### src/rtl/uart_mmio_if.sv
// Bus bundle between memory-control decode, the UART controller and the UART.
// master: CPU/UART side that drives requests and line events.
// slave:  the controller.
interface uart_mmio_if #(
  parameter int DATA_WIDTH = 32
);
  logic                  sel;
  logic [1:0]            addr;
  logic [DATA_WIDTH-1:0] wdata;
  logic                  we;
  logic                  re;
  logic [DATA_WIDTH-1:0] rdata;
  logic                  tx_start;
  logic [7:0]            tx_data;
  logic                  tx_done;
  logic [7:0]            rx_data;
  logic                  rx_data_ready;
  logic                  clear_rx;

  modport master (
    output sel, addr, wdata, we, re, tx_done, rx_data, rx_data_ready,
    input  rdata, tx_start, tx_data, clear_rx
  );

  modport slave (
    input  sel, addr, wdata, we, re, tx_done, rx_data, rx_data_ready,
    output rdata, tx_start, tx_data, clear_rx
  );
endinterface

### src/rtl/uart_mmio_controller.sv
// Memory-mapped UART controller: TX/RX byte FIFOs, status register, and two
// small FSMs that pace tx_start per byte and acknowledge received bytes.
//
// TX FSM
//   state    | meaning
//   TX_IDLE  | waiting for a byte in the TX FIFO
//   TX_START | one-cycle tx_start pulse, tx_data already latched
//   TX_WAIT  | UART shifting the byte out, waiting for tx_done
//
// RX FSM
//   state    | meaning
//   RX_IDLE  | waiting for rx_data_ready; captures the byte on detection
//   RX_ACK   | clear_rx held until the UART drops rx_data_ready
module uart_mmio_controller #(
  parameter int DATA_WIDTH = 32,
  parameter int FIFO_DEPTH = 8,
  parameter int CNT_W      = $clog2(FIFO_DEPTH) + 1
) (
  input logic       clk,
  input logic       reset,
  uart_mmio_if.slave bus
);

  localparam int PTR_W = $clog2(FIFO_DEPTH);
  localparam logic [CNT_W-1:0] FULL_CNT = CNT_W'(FIFO_DEPTH);

  typedef enum logic [1:0] {TX_IDLE, TX_START, TX_WAIT} tx_state_t;
  typedef enum logic       {RX_IDLE, RX_ACK} rx_state_t;

  tx_state_t tx_state, tx_state_n;
  rx_state_t rx_state, rx_state_n;

  logic [7:0]       tx_mem [FIFO_DEPTH];
  logic [PTR_W-1:0] tx_wptr, tx_rptr;
  logic [CNT_W-1:0] tx_count;
  logic [7:0]       rx_mem [FIFO_DEPTH];
  logic [PTR_W-1:0] rx_wptr, rx_rptr;
  logic [CNT_W-1:0] rx_count;
  logic [7:0]       tx_data_q;
  logic             tx_overflow, rx_overrun;

  logic tx_empty, tx_full, rx_empty, rx_full;
  logic tx_push_req, tx_push, tx_pop;
  logic rx_push_req, rx_push, rx_pop;
  logic stat_wr;
  logic [DATA_WIDTH-1:0] status;

  assign tx_empty = (tx_count == '0);
  assign tx_full  = (tx_count == FULL_CNT);
  assign rx_empty = (rx_count == '0);
  assign rx_full  = (rx_count == FULL_CNT);

  // A full FIFO still accepts a push when the same edge frees a slot.
  assign tx_push_req = bus.sel && bus.we && (bus.addr == 2'd0);
  assign stat_wr     = bus.sel && bus.we && (bus.addr == 2'd2);
  assign tx_pop      = (tx_state == TX_IDLE) && !tx_empty;
  assign tx_push     = tx_push_req && (!tx_full || tx_pop);
  assign rx_pop      = bus.sel && bus.re && (bus.addr == 2'd1) && !rx_empty;
  assign rx_push_req = (rx_state == RX_IDLE) && bus.rx_data_ready;
  assign rx_push     = rx_push_req && (!rx_full || rx_pop);

  // TX FIFO storage, pointers and occupancy.
  always_ff @(posedge clk) begin
    if (reset) begin
      tx_wptr  <= '0;
      tx_rptr  <= '0;
      tx_count <= '0;
    end else begin
      if (tx_push) begin
        tx_mem[tx_wptr] <= bus.wdata[7:0];
        tx_wptr         <= tx_wptr + PTR_W'(1);
      end
      if (tx_pop) tx_rptr <= tx_rptr + PTR_W'(1);
      tx_count <= tx_count + CNT_W'(tx_push) - CNT_W'(tx_pop);
    end
  end

  // RX FIFO storage, pointers and occupancy.
  always_ff @(posedge clk) begin
    if (reset) begin
      rx_wptr  <= '0;
      rx_rptr  <= '0;
      rx_count <= '0;
    end else begin
      if (rx_push) begin
        rx_mem[rx_wptr] <= bus.rx_data;
        rx_wptr         <= rx_wptr + PTR_W'(1);
      end
      if (rx_pop) rx_rptr <= rx_rptr + PTR_W'(1);
      rx_count <= rx_count + CNT_W'(rx_push) - CNT_W'(rx_pop);
    end
  end

  // Sticky error flags; a new error wins over a same-cycle W1C.
  always_ff @(posedge clk) begin
    if (reset) begin
      tx_overflow <= 1'b0;
      rx_overrun  <= 1'b0;
    end else begin
      tx_overflow <= (tx_overflow && !(stat_wr && bus.wdata[4])) || (tx_push_req && !tx_push);
      rx_overrun  <= (rx_overrun  && !(stat_wr && bus.wdata[5])) || (rx_push_req && !rx_push);
    end
  end

  // Byte latch for the UART; only changes when a new byte leaves the FIFO.
  always_ff @(posedge clk) begin
    if (reset)       tx_data_q <= 8'h00;
    else if (tx_pop) tx_data_q <= tx_mem[tx_rptr];
  end

  // FSM state registers.
  always_ff @(posedge clk) begin
    if (reset) begin
      tx_state <= TX_IDLE;
      rx_state <= RX_IDLE;
    end else begin
      tx_state <= tx_state_n;
      rx_state <= rx_state_n;
    end
  end

  // TX next state; tx_done outside TX_WAIT is ignored.
  always_comb begin
    tx_state_n = tx_state;
    case (tx_state)
      TX_IDLE:  if (!tx_empty) tx_state_n = TX_START;
      TX_START: tx_state_n = TX_WAIT;
      TX_WAIT:  if (bus.tx_done) tx_state_n = TX_IDLE;
      default:  tx_state_n = TX_IDLE;
    endcase
  end

  // RX next state; one capture per rx_data_ready assertion.
  always_comb begin
    rx_state_n = rx_state;
    case (rx_state)
      RX_IDLE: if (bus.rx_data_ready) rx_state_n = RX_ACK;
      RX_ACK:  if (!bus.rx_data_ready) rx_state_n = RX_IDLE;
      default: rx_state_n = RX_IDLE;
    endcase
  end

  assign bus.tx_start = (tx_state == TX_START);
  assign bus.tx_data  = tx_data_q;
  assign bus.clear_rx = (rx_state == RX_ACK) && bus.rx_data_ready;

  // Status word assembly.
  always_comb begin
    status               = '0;
    status[0]            = tx_full;
    status[1]            = tx_empty;
    status[2]            = !rx_empty;
    status[3]            = rx_full;
    status[4]            = tx_overflow;
    status[5]            = rx_overrun;
    status[6]            = (tx_state != TX_IDLE);
    status[8 +: CNT_W]   = tx_count;
    status[16 +: CNT_W]  = rx_count;
  end

  // Combinational read mux.
  always_comb begin
    bus.rdata = '0;
    case (bus.addr)
      2'd1:    if (!rx_empty) bus.rdata = {{(DATA_WIDTH-8){1'b0}}, rx_mem[rx_rptr]};
      2'd2:    bus.rdata = status;
      default: bus.rdata = '0;
    endcase
  end

endmodule

### src/flat_wrapper.sv
// flat-port wrapper written by rule: the top's interface ports become plain ports
module uart_mmio_controller_flat 
#(
  parameter int DATA_WIDTH = 32,
  parameter int FIFO_DEPTH = 8,
  parameter int CNT_W      = $clog2(FIFO_DEPTH) + 1
)
  (clk, reset, bus_sel, bus_addr, bus_wdata, bus_we, bus_re, bus_tx_done, bus_rx_data, bus_rx_data_ready, bus_rdata, bus_tx_start, bus_tx_data, bus_clear_rx);
  uart_mmio_if #(.DATA_WIDTH(DATA_WIDTH)) bus_i ();
  input logic clk;
  input logic reset;
  input wire logic [$bits(bus_i.sel)-1:0] bus_sel;
  input wire logic [$bits(bus_i.addr)-1:0] bus_addr;
  input wire logic [$bits(bus_i.wdata)-1:0] bus_wdata;
  input wire logic [$bits(bus_i.we)-1:0] bus_we;
  input wire logic [$bits(bus_i.re)-1:0] bus_re;
  input wire logic [$bits(bus_i.tx_done)-1:0] bus_tx_done;
  input wire logic [$bits(bus_i.rx_data)-1:0] bus_rx_data;
  input wire logic [$bits(bus_i.rx_data_ready)-1:0] bus_rx_data_ready;
  output wire logic [$bits(bus_i.rdata)-1:0] bus_rdata;
  output wire logic [$bits(bus_i.tx_start)-1:0] bus_tx_start;
  output wire logic [$bits(bus_i.tx_data)-1:0] bus_tx_data;
  output wire logic [$bits(bus_i.clear_rx)-1:0] bus_clear_rx;
  assign bus_i.sel = bus_sel;
  assign bus_i.addr = bus_addr;
  assign bus_i.wdata = bus_wdata;
  assign bus_i.we = bus_we;
  assign bus_i.re = bus_re;
  assign bus_i.tx_done = bus_tx_done;
  assign bus_i.rx_data = bus_rx_data;
  assign bus_i.rx_data_ready = bus_rx_data_ready;
  assign bus_rdata = bus_i.rdata;
  assign bus_tx_start = bus_i.tx_start;
  assign bus_tx_data = bus_i.tx_data;
  assign bus_clear_rx = bus_i.clear_rx;
  uart_mmio_controller #(.DATA_WIDTH(DATA_WIDTH), .FIFO_DEPTH(FIFO_DEPTH), .CNT_W(CNT_W)) u_core (.clk(clk), .reset(reset), .bus(bus_i));
endmodule
### config.mk
export PLATFORM = sky130hd
export DESIGN_NAME = uart_mmio_controller_flat
export DESIGN_NICKNAME = d
export VERILOG_FILES = /design/src/rtl/uart_mmio_if.sv /design/src/rtl/uart_mmio_controller.sv /design/src/flat_wrapper.sv
export SDC_FILE = /design/constraint.sdc
export NUM_CORES = 1
export LEC_CHECK = 0
export CAP_MARGIN = 20
export CORE_ASPECT_RATIO = 0.8
export CORE_UTILIZATION = 55
export DETAILED_ROUTE_END_ITERATION = 10
export PLACE_DENSITY = 0.8
export SETUP_SLACK_MARGIN = 0.2
export SLEW_MARGIN = 10
export SYNTH_ARGS = -nofsm -noshare
export SYNTH_HDL_FRONTEND = slang
export SYNTH_SLANG_ARGS = --single-unit
### constraint.sdc
create_clock -name clk -period 5.3 [get_ports clk]
set_input_delay 1.59 -clock clk [delete_from_list [all_inputs] [get_ports clk]]
set_output_delay 1.59 -clock clk [all_outputs]
set_load 0.005 [all_outputs]
==> reports/results.ini, run 1 <==
[outcome]
status = complete, no violations

[die]
dieHeight_um = 102
core.rowCount = 36
core_um2 = 12200
ios = 91
start_util_pct = 56.5
die_w_um = 127
die_area_um2 = 12900

[pwr]
power_density_nw_per_um2 = 435
vdd_drop_max_mv = 0.286
leakage_nw = 2.80
finalPower_mw = 3.56

[timing]
timing.setup.tns_ns = 0
max_freq_mhz = 198
worst_slew_pin_slew_ns = 1.01
finalCriticalPeriod_ns = 5.05
setup_violations = 0
hold-worst-slack_ns = 0.500
skew_ns = 0.00992
slew_violations = 0
fin_ws_ns = 0.250
rsz0062_at_grt = no
slew_headroom_pct = 32.7
fin_crit_sh_pct = 95.3
hold_viol = 0

[clock_network]
htreeDepth = 4
cts_root_buf = clkbuf_16
cts-buffers-inserted = 17
clk_pin_slew_worst_paths_ns = 0.06
cts_resized = 4
clock_sinks = 164
clk_latency_ns = 0.43
cts_buffer_depth = 2
cts_tree = built
post_cts_buffers = 0
postCtsHoldBufs = 0

[critical_path]
crit_path_start = bus_addr[1]
critPathMaxFanout = 4
slowest_stage = clkdlybuf4s50_1
critPathBufInv = 4
cp-end-kind = output port
crit_path_start_kind = input port
crit_required_ns = 3.71
setup.worst_path.class = input port to output port
r2r-start = u_core.tx_count[2]
cp.arrival_ns = 3.46
cp_common_cell = clkdlybuf4s50_1
critPathTopFamily = buffers and inverters
path_cells = clkdlybuf4s50_1 -> inv_1 -> ha_4 -> nand3_4 -> buf_4 -> o22ai_2 -> clkdlybuf4s50_1
cp_slowest_stage_delay_ns = 0.53

[yosys]
yosys_warnings = 0
async_reset_ff_share_pct = 0
avgSynthCellArea_um2 = 15.9
synth_seq_cells = 164
synth_cells = 433
synth-seq-area-share_pct = 66.4
synth_flop_cell = edfxtp_1
synthTopCellsByArea = edfxtp_1 (56%), dfxtp_1 (10%), mux4_2 (7.9%)
synth_area_leader_cell = edfxtp_1
yosysTopAreaCellShare_pct = 56.0
syn_area_um2 = 6870
synth.distinct_cells = 49
synth_edf_count = 128

[layout]
fill_cells = 766
multi_input_area_um2 = 2100
fin_util_pct = 67.4
drive_gt1_share_pct = 17.0
final-seq-area_um2 = 4560
design_area_um2 = 8200
diodes = 0
area_delta_synth_final_pct = 19.3
fin_nets = 574
final_cells = 669

[route]
wl_per_cell_um = 20.5
ant_nets = 0
drt_iter0_drc = 371
drc = 0
vias = 3862
wirelength_mm = 13.7
dr.pass1.iters = 5
via_per_inst = 5.77

[global_routing]
first_global_vias = 3856
grt_pass1_wl_mm = 21.1
grt_max_degree = 24
overflow = 0
grt.total_usage_pct = 23.0
antenna_found_initial = 0

[placed_design]
hpwl_mm = 9.05
pre_cts_slack_ns = 0.0873
place_inst = 636
dpl-instance-area_um2 = 7520
port-buffer-count = 50
gp_congestion = 0.776

[min_path]
holdCritPathClass = flop to flop
min_from = u_core.bus.tx_data[1]

[run]
drv_cap = 0

## synthesized netlist by cell type, types with 3 or more instances
cell      number
dfxtp_1       36
buf_6          4
clkbuf_1       5
nor4_1         5
buf_2          4
a211oi_1       6
xor2_1         4
nor3_1         6
o22ai_1        4
a21oi_1        8
o21ai_0        3
mux4_2        24
ha_1          19
nor2_1        47
nor2b_1        5
mux2i_1       18
nand2b_1       7
inv_1         16
edfxtp_1     128
nand3_1       10
buf_4         16
mux4_1         7
xnor2_1        4
nand2_1       12
## registers in the layout, summed over array words and instances, names as in the netlist, named ones only
register / cells
u_core.rx_wptr: 3
u_core.rx_overrun: 1
u_core.rx_count: 4
u_core.rx_state: 1
u_core.rx_mem: 64
u_core.tx_mem: 64
u_core.tx_rptr: 3
u_core.rx_rptr: 3
u_core.tx_count: 4
u_core.tx_overflow: 1
u_core.tx_state: 2
u_core.tx_wptr: 3
u_core.bus.tx_data: 8
## power breakdown
group,leakage [nW],total (mW),internal [mW],switching (mW)
Combinational,1.07,0.738,0.371,0.367
Clock,0.284,1.27,0.784,0.491
Sequential,1.45,1.55,1.46,0.0869
Total,2.80,3.56,2.62,0.946
## worst reg2reg max path: stages, from the launching register on
cell and delay, ns:
dfxtp_1 0.31, inv_1 0.13, ha_1 0.18, or3b_4 0.40, nand2_1 0.13, inv_2 0.18, ha_1 0.32, inv_1 0.05
ha_1 0.16, inv_1 0.06, fa_1 0.39, xor2_1 0.18, nor2_1 0.06
## final cells by class
| type | count | area share, % |
|---|---|---|
| inverter | 18 | 0.824 |
| clock buffer | 18 | 5.24 |
| timing repair buffer | 70 | 8.09 |
| multi-input combinational | 233 | 25.6 |
| sequential | 164 | 55.7 |
| tap | 152 | 2.32 |
| clock inverter | 14 | 2.26 |
## worst paths after layout
kind | cells after the start | to | slack (ns)
max reg2reg | 12 | u_core.tx_count[2] | 2.61
min | 2 | u_core.bus.tx_data[1] | 0.50
min reg2reg | 2 | u_core.bus.tx_data[1] | 0.50
max | 7 | bus_rdata[1] | 0.25
## layer usage
layer | global-route usage [%] | vias up | wire, um
met3 | 6.34 | 22 | 987
met5 | 0 | - | 0
met1 | 29.7 | 1910 | 5640
met2 | 37.0 | 165 | 6820
met4 | 10.2 | 0 | 252
li1 | - | 1765 | -
## cells in the final DEF (no fill, tap or decap), drive strengths merged, types with 3 or more instances in the layout
master         netlist  routed
nand3               10      10
o21ai                5       5
mux2i               18      18
dfxtp               36      36
nor4                 5       5
clkinv               0       4
nor2b                5       5
nor3                 6       6
a211oi               8       8
clkinvlp             0       5
mux4                31      31
nor2                47      47
xnor2                4       4
xor2                 4       4
nand2               12      12
inv                 18      19
ha                  19      19
nand2b               7       7
bufinv               0       4
clkbuf               6      18
conb                 1      16
clkdlybuf4s50        0      48
a21oi                8       8
o22ai                4       4
buf                 27      20
edfxtp             128     128
or3b                 3       3
## kinds of logic after synthesis
| kind of cell | Yosys count | synth area share (%) |
|---|---|---|
| AO/OA/AOI/OAI | 35 | 3.59 |
| adder cells (fa/ha/maj) | 21 | 4.04 |
| other | 1 | 0.0546 |
| AND/OR/NAND/NOR | 104 | 7.25 |
| XOR/XNOR | 8 | 1.02 |
| flip-flops | 164 | 66.4 |
| buffers and inverters | 51 | 4.43 |
| multiplexers | 49 | 13.2 |
Note: power is estimated with default switching activity, not from simulation.
==> inputs of run 2 (changes only) <==
==> constraint.sdc (replaced) <==
create_clock -name clk -period 5.3 [get_ports clk]
set_input_delay 1.59 -clock clk [delete_from_list [all_inputs] [get_ports clk]]
set_output_delay 1.59 -clock clk [all_outputs]
set_load 0.01 [all_outputs]
==> reports/results.ini, run 2 (synthesized netlist as in run 1, its figures left out) <==
[global_routing]
grt_max_degree = 31  ; +29%
antenna_found_initial = 0  ; unchanged
overflow = 0  ; unchanged
first_global_vias = 3921  ; +1.7%
grt_pass1_wl_mm = 20.9  ; -0.72%
grt.total_usage_pct = 22.5  ; -0.43 points

[run]
drv_cap = 0  ; unchanged

[pwr]
vdd_drop_max_mv = 0.274  ; -3.9%
power_density_nw_per_um2 = 431  ; -0.83%
leakage_nw = 2.85  ; +1.8%

[layout]
fin_nets = 572  ; -0.35%
final_cell_mix = edfxtp_1 (128), nor2_1 (47), clkdlybuf4s50_1 (38)
drive_gt1_share_pct = 16.1  ; -0.87 points
final_common_cell = edfxtp_1
diodes = 0  ; unchanged
area_delta_synth_final_pct = 18.2
final_cells = 666  ; -0.45%

[timing]
max_freq_mhz = 199  ; +0.35%
slew_violations = 0  ; unchanged
setup_violations = 0  ; unchanged
rsz0062_at_grt = yes
fin_crit_sh_pct = 94.9  ; -0.34 points
slew_headroom_pct = 38.7  ; +6.0 points
worst_slew_pin_slew_ns = 0.915  ; -0.0901 ns
skew_ns = 0.0144  ; +0.00445 ns
hold_viol = 0  ; unchanged
finalCriticalPeriod_ns = 5.03  ; -0.0179 ns
timing.setup.tns_ns = 0  ; unchanged

[clock_network]
cts_tree = built
htreeDepth = 4  ; unchanged
cts-buffers-inserted = 17  ; unchanged
cts_buffer_depth = 2  ; unchanged
cts_root_buf = clkbuf_16
clock_sinks = 164  ; unchanged
postCtsHoldBufs = 0  ; unchanged
clk_latency_ns = 0.43  ; about the same
clk_pin_slew_worst_paths_ns = 0.06  ; about the same
post_cts_buffers = 0  ; unchanged
cts_resized = 11  ; +7

[critical_path]
crit_path_start_kind = input port
r2r_setup_slack_ns = 2.72  ; +0.11 ns
critPathMaxFanout = 4  ; unchanged
crit_required_ns = 3.71  ; about the same
cp-end-kind = output port
cp.arrival_ns = 3.44  ; -0.02 ns
setup.worst_path.class = input port to output port

[die]
ios = 91  ; unchanged
dieHeight_um = 102  ; unchanged
die_w_um = 127  ; unchanged
die_area_um2 = 12900  ; unchanged
core.rowCount = 36  ; unchanged
start_util_pct = 56.5  ; unchanged
core_um2 = 12200  ; unchanged

[min_path]
holdCritPathClass = flop to flop

[placed_design]
hpwl_mm = 8.89  ; -1.8%
port-buffer-count = 50  ; unchanged
gp_congestion = 0.779  ; +0.41%
place_inst = 634  ; -0.31%

[route]
vias = 3877  ; +0.39%
dr.pass1.iters = 5  ; unchanged
wl_per_cell_um = 20.3  ; -0.83%
ant_nets = 0  ; unchanged
via_per_inst = 5.82  ; +0.84%
drt_iter0_drc = 257  ; -31%
drc = 0  ; unchanged
wirelength_mm = 13.5  ; -1.3%

[outcome]
status = complete, no violations

## run 2: cell count changes in the layout (fill, tap and decap cells not counted), moves of 2 or more
cell,before,now
clkinv_4,1,4
dlygate4sd2_1,0,9
buf_4,19,17
clkinv_2,1,4
ha_1,17,19
clkinvlp_4,4,2
clkdlybuf4s50_1,48,38
## run 2: worst paths after layout
| kind | from | endpoint | depth (start not counted) |
|---|---|---|---|
| setup / recovery | bus_addr[0] | bus_rdata[4] | 7 |
| hold / removal | u_core.bus.tx_data[1] | u_core.bus.tx_data[1] | 2 |
| setup reg to reg | u_core.tx_count[2] | u_core.tx_count[2] | 12 |
| hold reg to reg | u_core.bus.tx_data[1] | u_core.bus.tx_data[1] | 2 |
## run 2: layout make-up
type,count,area [um2]
inverter,18,67.6
clock buffer,17,425
timing repair buffer,68,639
clock inverter,14,164
sequential,164,4560
tap,152,190
fill,801,4050
multi-input combinational,233,2070
## run 2: per-layer routing
metal	vias up	GRT usage [%]	wire length, um
met2	158	36.6	6670
met1	1934	28.9	5690
li1	1763	-	-
met4	0	10.4	245
met3	22	6.02	922
met5	-	0	0
## run 2: critical path, cell delays in order
cell             delay, ns
clkdlybuf4s50_1       0.48
inv_1                 0.06
ha_1                  0.31
buf_4                 0.14
nand3_1               0.15
o21ai_2               0.13
clkdlybuf4s50_1       0.57
## run 2: power breakdown
group          internal [mW]  total (mW)  switching (mW)
registers               1.46        1.55          0.0825
logic                  0.361       0.736           0.374
clock network          0.734        1.22           0.484
## run 2: metrics by stage
stage	utilization, %	setup slack [ns]	instance area [um2]	power (mW)	hold slack (ns)
floorplan	-	1.21	6930	2.10	0.456
global placement	61.7	0.0825	7510	2.26	0.473
detailed placement	61.7	0.0914	7510	2.29	0.488
CTS	66.5	0.174	8090	3.51	0.506
global route	66.7	0.202	8120	3.65	0.520
finish	66.7	0.268	8120	3.50	0.500
